## src/rtl/calc_arbiter.sv

```systemverilog
// -----------------------------------------------------------------------------
// calc_arbiter
//
// Round-robin front end that lets two clients share one Calculator datapath.
// A client raises its req bit with a stable 18-bit command {op, a, b}. The
// arbiter picks a winner, drives the command onto calc_din, waits CALC_LAT
// cycles for the calculator pipeline, captures RESULT/NEG and returns them
// with a one-cycle ack. The reserved op 2'b11 is answered at once with rsp_err
// set and never reaches the calculator.
//
// Parameters
//   CALC_LAT     cycles from a new calc_din value to valid calc_result (1..15)
// Ports
//   clk          clock, rising edge
//   reset        asynchronous, active-low reset
//   req[1:0]     request level per client
//   req0_din     client 0 command {op[1:0], a[7:0], b[7:0]}
//   req1_din     client 1 command, same format
//   ack[1:0]     one-cycle acknowledge to the served client
//   rsp_result   result returned to the client (held after ack)
//   rsp_neg      sign flag returned to the client
//   rsp_err      reserved-op flag returned to the client
//   busy         high whenever the arbiter is not idle
//   grant        index of the client currently or last served
//   calc_din     registered command bus to Calculator.DIN
//   calc_result  Calculator.RESULT
//   calc_neg     Calculator.NEG
// -----------------------------------------------------------------------------
module calc_arbiter #(
    parameter int CALC_LAT = 2
) (
    input  logic        clk,
    input  logic        reset,
    input  logic [1:0]  req,
    input  logic [17:0] req0_din,
    input  logic [17:0] req1_din,
    output logic [1:0]  ack,
    output logic [15:0] rsp_result,
    output logic        rsp_neg,
    output logic        rsp_err,
    output logic        busy,
    output logic        grant,
    output logic [17:0] calc_din,
    input  logic [15:0] calc_result,
    input  logic        calc_neg
);

    typedef enum logic [1:0] {
        IDLE = 2'd0,
        WAIT = 2'd1,
        RESP = 2'd2
    } state_t;

    localparam logic [3:0] LAT_M1 = 4'(CALC_LAT - 1);
    localparam logic [1:0] OP_RSVD = 2'b11;

    state_t      state_reg, state_next;
    logic [3:0]  cnt_reg, cnt_next;
    logic        grant_reg, grant_next;
    logic        rr_last_reg, rr_last_next;
    logic [17:0] calc_din_reg, calc_din_next;
    logic [15:0] result_reg, result_next;
    logic        neg_reg, neg_next;
    logic        err_reg, err_next;
    logic [1:0]  ack_reg, ack_next;

    logic        winner;
    logic [17:0] win_din;

    // Single requester wins outright; on a tie the client not served last wins.
    always_comb begin
        winner = 1'b0;
        case (req)
            2'b01:   winner = 1'b0;
            2'b10:   winner = 1'b1;
            2'b11:   winner = ~rr_last_reg;
            default: winner = 1'b0;
        endcase
    end

    assign win_din = winner ? req1_din : req0_din;

    always_comb begin
        state_next    = state_reg;
        cnt_next      = cnt_reg;
        grant_next    = grant_reg;
        rr_last_next  = rr_last_reg;
        calc_din_next = calc_din_reg;
        result_next   = result_reg;
        neg_next      = neg_reg;
        err_next      = err_reg;
        case (state_reg)
            IDLE: begin
                if (|req) begin
                    grant_next = winner;
                    if (win_din[17:16] == OP_RSVD) begin
                        // Reserved op is answered directly; calc_din keeps its
                        // last issued command.
                        err_next    = 1'b1;
                        result_next = 16'd0;
                        neg_next    = 1'b0;
                        state_next  = RESP;
                    end else begin
                        calc_din_next = win_din;
                        cnt_next      = LAT_M1;
                        state_next    = WAIT;
                    end
                end
            end
            WAIT: begin
                if (cnt_reg != 4'd0) begin
                    cnt_next = cnt_reg - 4'd1;
                end else begin
                    result_next = calc_result;
                    neg_next    = calc_neg;
                    err_next    = 1'b0;
                    state_next  = RESP;
                end
            end
            RESP: begin
                rr_last_next = grant_reg;
                state_next   = IDLE;
            end
            default: state_next = IDLE;
        endcase
    end

    // ack is registered from the next-state decode so it comes straight off a
    // flop; it is high exactly in the RESP cycle for the granted client.
    generate
        for (genvar gi = 0; gi < 2; gi++) begin : g_ack
            assign ack_next[gi] = (state_next == RESP) && (grant_next == 1'(gi));
        end
    endgenerate

    always_ff @(posedge clk or negedge reset) begin
        if (!reset) begin
            state_reg    <= IDLE;
            cnt_reg      <= 4'd0;
            grant_reg    <= 1'b0;
            rr_last_reg  <= 1'b1;
            calc_din_reg <= 18'd0;
            result_reg   <= 16'd0;
            neg_reg      <= 1'b0;
            err_reg      <= 1'b0;
            ack_reg      <= 2'b00;
        end else begin
            state_reg    <= state_next;
            cnt_reg      <= cnt_next;
            grant_reg    <= grant_next;
            rr_last_reg  <= rr_last_next;
            calc_din_reg <= calc_din_next;
            result_reg   <= result_next;
            neg_reg      <= neg_next;
            err_reg      <= err_next;
            ack_reg      <= ack_next;
        end
    end

    assign ack        = ack_reg;
    assign rsp_result = result_reg;
    assign rsp_neg    = neg_reg;
    assign rsp_err    = err_reg;
    assign busy       = (state_reg != IDLE);
    assign grant      = grant_reg;
    assign calc_din   = calc_din_reg;

endmodule

```

## config.mk

```make
export PLATFORM = sky130hd
export DESIGN_NAME = calc_arbiter
export DESIGN_NICKNAME = d
export VERILOG_FILES = /design/src/rtl/calc_arbiter.sv
export SDC_FILE = /design/constraint.sdc
export NUM_CORES = 1
export LEC_CHECK = 0
export CAP_MARGIN = 20
export CORE_UTILIZATION = 41
export CTS_CLUSTER_SIZE = 10
export DETAILED_ROUTE_END_ITERATION = 8
export HOLD_SLACK_MARGIN = 0.02
export PLACE_DENSITY = 0.79
export RECOVER_POWER = 50
export SLEW_MARGIN = 40
export SYNTH_ARGS = -nofsm -noshare
export SYNTH_HDL_FRONTEND = slang
export SYNTH_SLANG_ARGS = --single-unit
```

## constraint.sdc

```tcl
create_clock -name clk -period 2.25 [get_ports clk]
set_input_delay 0.5625 -clock clk [delete_from_list [all_inputs] [get_ports clk]]
set_output_delay 0.5625 -clock clk [all_outputs]
set_load 0.005 [all_outputs]
```

**Word level (Yosys, flattened, before mapping)**

Cells that the tools add are included.

- Output and inout port bits: 40
- Bits of input ports: 57
- Logic and storage cells: 58
- Bits in registers: 46

- Add/subtract/negate cells: 1
- Reduce and logical (&&, ||, !) cells: 10
- Eq/ne operators: 11
- Muxes and demuxes: 24
- Bitwise logic cells: 3

Operators by type and width:

| cell | number |
|---|---|
| two-way mux 16 bit | 3 |
| one-hot mux 16 bit (2 select lines) | 1 |
| two-way mux 18 bit | 1 |
| two-way mux 4 bit | 3 |
| equality test 2 bit (second input constant) | 5 |
| != test 2 bit (second input constant) | 5 |
| two-way mux 1 bit | 8 |
| one-hot mux 4 bit (2 select lines) | 1 |
| AND reduction 4 bit | 2 |
| two-way mux 2 bit | 3 |
| one-hot mux 1 bit (2 select lines) | 3 |
| one-hot mux 2 bit (2 select lines) | 1 |
| nonzero test 2 bit | 2 |
| nonzero test 4 bit | 1 |
| subtractor 4 x 1 -> 4 bit (second input constant) | 1 |
| inverter 1 bit | 3 |
| AND reduction 3 bit | 1 |
| equality test 2 x 1 -> 1 bit (second input constant) | 1 |
| logical AND 1 bit | 2 |
| zero test 2 bit | 1 |
| OR reduction 2 bit | 1 |

**Logic depth before layout (Yosys ltp)**

Gate-level depths: netlist of the first run.

- Word-level depth: 9
- Mapped depth: 7
- Mapped depth without buffers: 6

**Least setup slack after synthesis of the first run**

No wires, ideal clock.

- Kind: input to register
- Start: input port req[1]
- End: register calc_din_reg[0], in the netlist calc_din[0]
- Slack: 0.488 ns
- Arrival time: 1.637 ns
- Data required time: 2.125 ns
- Stages on the path: 5
- Path buffers: 1
- Setup time: 0.125 ns
- Cells stage by stage: a21boi_4 -> mux2i_2 -> nor2_4 -> buf_8 -> mux2_4

- Cells in the longest elaborated chain, start to end: 6
- Elaborated cells between the ends (all ways): 8
- Classes of those cells: 3 x eq/ne; 2 x mux; 1 x bitwise; 2 x reduce/logical

RTL lines:

| element | line | RTL |
|---|---|---|
| start: declaration | 34 | `input logic [1:0] req,` |
| equality test 2 bit | 73 | `case (req)` |
| one-hot mux 1 bit (2 select lines) | 73 |  |
| two-way mux 18 bit | 81 | `assign win_din = winner ? req1_din : req0_din;` |
| equality test 2 bit | 96 | `if (win_din[17:16] == OP_RSVD) begin` |
| inverter 1 bit (no line) | -- |  |
| AND reduction 3 bit (no line) | -- |  |
| end signal: assignment | 152 | `calc_din_reg <= calc_din_next;` |
| end: declaration | 61 | `logic [17:0] calc_din_reg, calc_din_next;` |

Parallel ways exist; a longest one is shown, timed or not.
A chain may end at the register's enable or synchronous reset.

**Final worst setup path of the first run**

- Start: input port req[1]
- End: register calc_din_reg[14], in the netlist calc_din[14]

Same word-level chain as after synthesis.

==> results.json, run 1 <==
{
  "synth-seq-area-share_pct": 54.1,
  "combPwrFrac_pct": 47.1,
  "intPower_mw": 2.68,
  "endpoint_kind": "flip-flop",
  "max_stage_delay_ps": 500,
  "hpwlAfterDp_um": 3610,
  "p_seq_share_pct": 36.6,
  "setup_ws_ps": 158,
  "syn_area_per_cell_um2": 11.4,
  "cts_resized": 0,
  "initial_core_util_pct": 43.9,
  "rsz0062_at_grt": "no",
  "num_rows": 25,
  "cp_max_fo": 19,
  "synth_top_area_share_pct": 52.8,
  "tightest_slew_ps": 1110,
  "fin_hold_ws_ps": 492,
  "vias": 1706,
  "grt_max_degree": 47,
  "dpl-instance-area_um2": 3190,
  "endpoint": "calc_din[14]",
  "drtIter0Drc": 60,
  "grt_pass1_wl_um": 8050,
  "path_class": "input port to flip-flop",
  "num-fill-cells": 384,
  "ant_nets": 0,
  "status": "completed",
  "dieArea_um2": 5490,
  "cts_max_level": 2,
  "yosysWarnings": 0,
  "cts_tree": "done",
  "arrival_ps": 2270,
  "synth_flop_cell": "dfrtp_1",
  "drive_gt1_share_pct": 18.6,
  "synth.distinct_cells": 31,
  "grt_pass1_vias": 1725,
  "reg2reg_to": "calc_din[14]",
  "cts_sinks": 46,
  "syn_nets": 246,
  "post-route-min-period_ps": 2090,
  "leakage_nw": 1.42,
  "grt.total_usage_pct": 19.6,
  "pwr-share-clk_pct": 16.3,
  "p_sw_share_pct": 30.7,
  "path_clk_slew_ps": 80,
  "grt_overflow": 0,
  "cp_num_buf_inv": 1,
  "netSwitchingPower_mw": 1.19,
  "final-seq-area_um2": 1150,
  "fin_skew_ps": 9.53,
  "firstDrtPassIters": 4,
  "post_cts_buffers": 0,
  "routabilityCongestion": 0.785,
  "hold_buffers": 0,
  "maxSlewViolCount": 0,
  "start_kind": "input port",
  "diodes": 0,
  "largest_register_ffs": 18,
  "synth_top_cell_by_area": "dfrtp_1",
  "worstHoldPathType": "flip-flop to flip-flop",
  "rr_startpoint": "state_reg[0]",
  "dp_cells": 350,
  "synthArstFlopShare_pct": 100,
  "multi_input_area_um2": 913,
  "startpoint": "req[1]",
  "setup_tns_ps": 0,
  "final_cells": 358,
  "fin_area_um2": 3300,
  "clock_latency_ps": 290,
  "area_delta_synth_final_pct": 54.8,
  "io_pins": 97,
  "power_density_nw_per_um2": 1170,
  "cap_viol_max_count": 0,
  "ff2ff_path_depth": 4,
  "cp_cell_sequence": "clkdlybuf4s50_1, a21boi_4, mux2i_2, nor2_4, mux2_2",
  "fp.dieW_um": 74.1,
  "ctsLongestPathBuffers": 2,
  "ys_top_cells_by_count": "dfrtp_1 (45), nand2_1 (43), mux2_2 (27)",
  "yosysMostFrequentCell": "dfrtp_1",
  "vias_per_cell": 4.77,
  "worst_ep_required_time_ps": 2430,
  "syn_inst": 187,
  "reg2reg_slack_ps": 420,
  "cp_slowest_cell": "clkdlybuf4s50_1",
  "period_share_pct": 93.0,
  "place_ws_ps": -168,
  "ys_ff_latch": 46,
  "final-setup-viol-count": 0,
  "synth-edff-count": 0,
  "antenna_found_initial": 0,
  "ys_top_cells_by_area": "dfrtp_1 (53%), mux2_2 (14%), nand2_1 (7.6%)",
  "path_depth": 5,
  "total_power_mw": 3.87,
  "fin_nets": 349,
  "port_buffers": 96,
  "syn-cell-area_um2": 2130,
  "slew_headroom_pct": 25.9,
  "ir_worst_vdd_v": 0.000762,
  "numCtsBuffers": 5,
  "core_area_um2": 4850,
  "fmax_mhz": 478,
  "wl_per_cell_um": 13.7,
  "cts_root_buf": "clkbuf_8",
  "cp_top_family": "multiplexers",
  "die_h_um": 74.1,
  "final_util_pct": 68.1,
  "drc": 0,
  "finalHoldViolCount": 0,
  "drt-total-wl_um": 4920
}
cells by family after synthesis:
family,count (synthesis),synth area share (%)
adder cells (fa/ha/maj),2,1.17
flip-flops,46,54.1
multiplexers,35,19.8
XOR/XNOR,2,0.822
buffers and inverters,11,3.05
AND/OR/NAND/NOR,61,12.6
AO/OA/AOI/OAI,30,8.46
layer usage:
| metal | vias up | global-route usage (%) | routed length (um) |
|---|---|---|---|
| li1 | 839 | - | - |
| met1 | 821 | 24.9 | 2080 |
| met2 | 42 | 32.8 | 2580 |
| met3 | 4 | 4.34 | 180 |
| met4 | 0 | 7.26 | 72 |
| met5 | - | 0 | 0 |
worst min-delay path by stage:
stage,start,slack (ps),cells past startpoint,endpoint
floorplan,reset,270,0,ack[0]
global placement,rsp_err,470,1,rsp_err
detailed placement,rsp_err,480,1,rsp_err
CTS,reset,360,2,rsp_result[5]
global route,rsp_err,510,1,rsp_err
finish,rsp_err,490,1,rsp_err
cell type report:
cell class	instances	area share, %
well taps	67	2.54
multi-input cells	130	27.7
clock inverters	1	0.910
inverters	3	0.341
clock buffers	7	2.62
repair buffers	104	31.0
flip-flops and latches	46	34.9
worst register-to-register path: cells and delay by family, from the launching register on:
family | cells | cell delay [ps]
AND/OR/NAND/NOR | 2 | 720
flip-flops | 1 | 410
multiplexers | 1 | 400
AO/OA/AOI/OAI | 1 | 190
power by group through the flow:
stage          logic, mW  clock network, mW  registers (mW)
3_3_place_gp        1.84                  0            1.42
3_5_place_dp        1.90                  0            1.43
2_1_floorplan      0.905                  0            1.44
5_1_grt             2.01              0.690            1.47
6_report            1.82              0.629            1.42
4_1_cts             1.90              0.646            1.43
cells in the final DEF, fill, tap and decap left out, types with 2 or more instances in the layout:
cell / Yosys / final
inv_1: 3 / 3
nand2b_1: 3 / 3
nand2_1: 43 / 43
nor3_1: 2 / 2
clkbuf_8: 0 / 6
mux2_2: 27 / 27
mux2_4: 7 / 7
xor2_1: 2 / 2
a31oi_1: 4 / 4
nand3_1: 2 / 2
dfrtp_1: 45 / 45
clkbuf_1: 2 / 2
o21ai_0: 10 / 10
nor2b_1: 2 / 2
a21oi_1: 2 / 2
buf_4: 0 / 5
ha_1: 2 / 2
nor2_1: 4 / 4
clkdlybuf4s50_1: 0 / 79
o21a_1: 2 / 2
dlygate4sd3_1: 0 / 16
o21ai_1: 9 / 9
Note: power is estimated with default switching activity, not from simulation.
==> run 2: changes to the inputs <==
--- a/config.mk
+++ b/config.mk
@@ -5,12 +5,13 @@
 export SDC_FILE = /design/constraint.sdc
 export NUM_CORES = 1
 export LEC_CHECK = 0
+export ABC_AREA = 1
 export CAP_MARGIN = 20
-export CORE_UTILIZATION = 41
+export CORE_UTILIZATION = 42
 export CTS_CLUSTER_SIZE = 10
 export DETAILED_ROUTE_END_ITERATION = 8
 export HOLD_SLACK_MARGIN = 0.02
-export PLACE_DENSITY = 0.79
+export PLACE_DENSITY = 0.8
 export RECOVER_POWER = 50
 export SLEW_MARGIN = 40
 export SYNTH_ARGS = -nofsm -noshare
==> results.json, run 2 <==
{
  "grt_max_degree": 35,
  "synth_top_family_by_area": "simple AND/OR/NAND/NOR gates",
  "cts_sinks": 46,
  "cts_resized": 0,
  "rr_startpoint": "rr_last_reg",
  "area_delta_synth_final_pct": 50.2,
  "ir_worst_vdd_v": 0.000788,
  "synth_simple_gate_area_share_pct": 39.2,
  "synthArstFlopShare_pct": 100,
  "ctsLongestPathBuffers": 2,
  "synthAdderAreaFrac_pct": 1.12,
  "drive_gt1_share_pct": 7.75,
  "hold_buffers": 0,
  "multi_input_area_um2": 955,
  "hpwlAfterDp_um": 4290,
  "leakage_nw": 1.67,
  "cts_tree": "done",
  "drc": 0,
  "path_class": "input port to flip-flop",
  "post_cts_buffers": 0,
  "synth_top_area_share_pct": 50.2,
  "syn_area_per_cell_um2": 8.19,
  "largest_register_ffs": 18,
  "wl_per_cell_um": 13.0,
  "power_density_nw_per_um2": 1180,
  "syn-cell-area_um2": 2240,
  "synth.distinct_cells": 28,
  "yosysWarnings": 0,
  "dieArea_um2": 5640,
  "cts_max_level": 2,
  "endpoint_kind": "flip-flop",
  "antenna_found_initial": 0,
  "fp.dieW_um": 75.1,
  "die_h_um": 75.1,
  "synth-edff-count": 0,
  "drtIter0Drc": 86,
  "cap_viol_max_count": 0,
  "final_util_pct": 65.6,
  "core_area_um2": 5140,
  "syn_nets": 333,
  "routabilityCongestion": 0.824,
  "fin_nets": 432,
  "path_clk_slew_ps": 90,
  "maxSlewViolCount": 0,
  "rsz0062_at_grt": "no",
  "num_rows": 26,
  "cp_max_fo": 20,
  "ant_nets": 0,
  "reg2reg_slack_ps": 500,
  "port_buffers": 96,
  "period_share_pct": 88.4,
  "finalHoldViolCount": 0,
  "ys_top_cells_by_area": "dfrtp_1 (50%), nand2_1 (19%), nand3_1 (13%)",
  "num-fill-cells": 477,
  "status": "completed",
  "tightest_slew_ps": 575,
  "io_pins": 97,
  "diodes": 0,
  "synth_top_cell_by_area": "dfrtp_1",
  "fin_skew_ps": 8.86,
  "most-common-layout-cells": "nand2_1 (112), clkdlybuf4s50_1 (86), nand3_1 (58)",
  "synth-seq-area-share_pct": 51.4,
  "synthMuxAreaShare_pct": 0,
  "ff2ff_path_depth": 8,
  "synthXorXnorAreaFrac_pct": 0.390,
  "setup_tns_ps": 0,
  "worstHoldPathType": "input port to asynchronous set/reset pin",
  "vias": 2198,
  "ys_top_cells_by_count": "nand2_1 (111), nand3_1 (58), dfrtp_1 (45)",
  "worst_ep_required_time_ps": 2450,
  "grt_pass1_vias": 2036,
  "grt_pass1_wl_um": 9340,
  "numCtsBuffers": 5,
  "post-route-min-period_ps": 1990,
  "startpoint": "req[1]",
  "final-setup-viol-count": 0,
  "drt-total-wl_um": 5770,
  "vias_per_cell": 4.95,
  "slew_headroom_pct": 61.7,
  "fmax_mhz": 503,
  "initial_core_util_pct": 43.6,
  "yosysMostFrequentCell": "nand2_1",
  "firstDrtPassIters": 4,
  "ys_ff_latch": 46,
  "syn_inst": 274,
  "grt.total_usage_pct": 22.5,
  "synth_flop_cell": "dfrtp_1",
  "grt_overflow": 0,
  "total_power_mw": 3.97,
  "synth_compound_area_share_pct": 2.12,
  "clock_latency_ps": 300,
  "cts_root_buf": "clkbuf_8",
  "layout.cells.most_common": "nand2_1",
  "start_kind": "input port",
  "final-seq-area_um2": 1150,
  "arrival_ps": 2190
}
==> run 2: layout make-up <==
cell class / instances / area share, %
sequential: 46 / 34.2
clock buffer: 6 / 2.15
clock inverter: 2 / 1.11
multi-input combinational: 203 / 28.3
timing repair buffer: 106 / 30.4
tap: 70 / 2.60
inverter: 11 / 1.23
==> run 2: cell families after synthesis <==
family	after synthesis
xor+xnor	1
buf+inv	25
fa+ha+maj	2
flops	46
compound gates	7
simple gates	193
==> run 2: worst paths after layout <==
check / to
setup / recovery: ack[1]
hold / removal: rsp_result[4]
setup reg to reg: rsp_neg
hold reg to reg: cnt_reg[0]
max in group asynchronous: rsp_result[0]
min in group clk: cnt_reg[0]
==> run 2: per-layer routing <==
| layer | vias to the layer above | track usage [%] | wire (um) |
|---|---|---|---|
| li1 | 1079 | - | - |
| met1 | 1050 | 29.3 | 2530 |
| met2 | 60 | 36.8 | 2890 |
| met3 | 9 | 4.42 | 236 |
| met4 | 0 | 9.01 | 111 |
| met5 | - | 0 | 0 |
==> run 2: report_power, final <==
| part | internal, mW | leakage (nW) | total [mW] | switching [mW] |
|---|---|---|---|---|
| Sequential | 1.20 | 0.578 | 1.41 | 0.209 |
| Clock | 0.332 | 0.0514 | 0.615 | 0.283 |
| Combinational | 0.987 | 1.04 | 1.94 | 0.955 |
==> run 2: worst max-delay path, stage by stage <==
cell and delay [ps]:
clkdlybuf4s50_1 480, buf_4 160, nand2_8 110, nand2_1 130, nand2_1 90, nand3_2 70, clkbuf_2 370, nand2_4 60
and2_1 150
==> run 2: metrics by stage <==
stage	cell area, um2	setup slack (ps)	hold slack [ps]	std cells
floorplan	2240	829	267	274
global placement	3290	152	464	436
detailed placement	3290	79.8	474	436
CTS	3400	280	348	444
global route	3370	134	210	444
finish	3370	262	191	444
==> run 3: changes to the inputs <==
--- a/config.mk
+++ b/config.mk
@@ -7,11 +7,13 @@
 export LEC_CHECK = 0
 export ABC_AREA = 1
 export CAP_MARGIN = 20
-export CORE_UTILIZATION = 42
+export CELL_PAD_IN_SITES_DETAIL_PLACEMENT = 0
+export CELL_PAD_IN_SITES_GLOBAL_PLACEMENT = 1
+export CORE_UTILIZATION = 30
 export CTS_CLUSTER_SIZE = 10
 export DETAILED_ROUTE_END_ITERATION = 8
 export HOLD_SLACK_MARGIN = 0.02
-export PLACE_DENSITY = 0.8
+export PLACE_DENSITY_LB_ADDON = 0.1
 export RECOVER_POWER = 50
 export SLEW_MARGIN = 40
 export SYNTH_ARGS = -nofsm -noshare
==> results.json, run 3 (synthesized netlist as in run 2, its figures left out) <==
{
  "status": "completed",
  "initial_core_util_pct": 30.9,
  "cts_sinks": 46,
  "leakage_nw": 1.66,
  "grt_util_met3_pct": 4.85,
  "start_kind": "input port",
  "hold_buffers": 0,
  "grt.total_usage_pct": 16.2,
  "grt_pass1_vias": 1990,
  "grt_overflow": 0,
  "cts_tree": "done",
  "final-seq-area_um2": 1150,
  "cap_viol_max_count": 0,
  "num_rows": 31,
  "hold_depth": 2,
  "ff2ff_path_depth": 6,
  "fp.dieW_um": 88.5,
  "die_h_um": 88.5,
  "place_ws_ps": 87.4,
  "worstHoldPathType": "flip-flop to flip-flop",
  "vias_per_cell": 4.44,
  "routabilityCongestion": 0.759,
  "drt-total-wl_um": 5930,
  "path_class": "input port to flip-flop",
  "arrival_ps": 2260,
  "grt_max_degree": 26,
  "path_clk_slew_ps": 90,
  "most-common-layout-cells": "nand2_1 (111), clkdlybuf4s50_1 (90), nand3_1 (60)",
  "power_density_nw_per_um2": 1160,
  "layout.cells.most_common": "nand2_1",
  "cp_max_fo": 17,
  "wl_per_cell_um": 12.5,
  "post-route-min-period_ps": 2020,
  "fin_nets": 432,
  "final_util_pct": 47.1,
  "ant_nets": 0,
  "period_share_pct": 89.6,
  "grtUsageMet1_pct": 21.2,
  "cts_max_level": 2,
  "io_pins": 97,
  "post_cts_buffers": 0,
  "maxSlewViolCount": 0,
  "grt_pass1_wl_um": 9550,
  "area_delta_synth_final_pct": 52.2,
  "clock_latency_ps": 300,
  "core_area_um2": 7250,
  "dp_cells": 465,
  "final-setup-viol-count": 0,
  "busiest_layer": "met2",
  "setup_ws_ps": 235,
  "fmax_mhz": 496,
  "cts_resized": 0,
  "hpwlAfterDp_um": 4320,
  "tightest_slew_ps": 1440,
  "antenna_found_initial": 0,
  "numCtsBuffers": 5,
  "vias": 2101,
  "ir_worst_vdd_v": 0.000447,
  "total_power_mw": 3.96,
  "diodes": 0,
  "drc": 0,
  "final_cells": 473,
  "dieArea_um2": 7830,
  "worst_ep_required_time_ps": 2490,
  "port_buffers": 96,
  "setup_tns_ps": 0,
  "slew_headroom_pct": 3.97,
  "fin_skew_ps": 8.13,
  "largest_register_ffs": 18,
  "num-fill-cells": 744,
  "drive_gt1_share_pct": 7.75,
  "rsz0062_at_grt": "no",
  "multi_input_area_um2": 951,
  "finalHoldViolCount": 0,
  "firstDrtPassIters": 4,
  "met2_usage_pct": 26.2,
  "cts_root_buf": "clkbuf_8",
  "endpoint_kind": "flip-flop",
  "drtIter0Drc": 129,
  "ctsLongestPathBuffers": 2
}
[run 3: layout make-up]
cell class / instances / area share, %
Tap cell: 99 / 3.63
Timing Repair Buffer: 106 / 30.3
Inverter: 11 / 1.21
Multi-Input combinational cell: 203 / 27.8
Sequential cell: 46 / 33.7
Clock buffer: 6 / 2.13
Clock inverter: 2 / 1.10
[run 3: worst paths after layout]
kind,from,endpoint,slack (ps)
min in group asynchronous,reset,calc_din[11],580
max reg2reg,cnt_reg[0],rsp_result[13],630
min,cnt_reg[0],cnt_reg[0],490
max in group asynchronous,reset,calc_din[5],820
min reg2reg,cnt_reg[0],cnt_reg[0],490
max,req[1],ack[1],230
[run 3: through the flow]
step | hold slack [ps] | area [um2]
6_report | 491 | 3410
5_1_grt | 517 | 3410
4_1_cts | 279 | 3440
3_5_place_dp | 472 | 3330
3_3_place_gp | 467 | 3330
2_1_floorplan | 267 | 2240
[run 3: power by group]
group | internal, mW | switching [mW] | total, mW
Clock | 0.332 | 0.286 | 0.617
Sequential | 1.20 | 0.202 | 1.40
Combinational | 1.00 | 0.944 | 1.95
[run 3: per-layer routing]
layer	share of wire [%]	vias up
met5	0	-
met2	48	47
met1	46	969
li1	-	1080
met3	5.1	5
met4	1.1	0
[run 3: worst max-delay path, cell delays in order]
cell and delay, ps:
clkdlybuf4s50_1 480, clkbuf_1 320, nand2_8 80, clkbuf_2 280, o22ai_1 370, and2_0 170
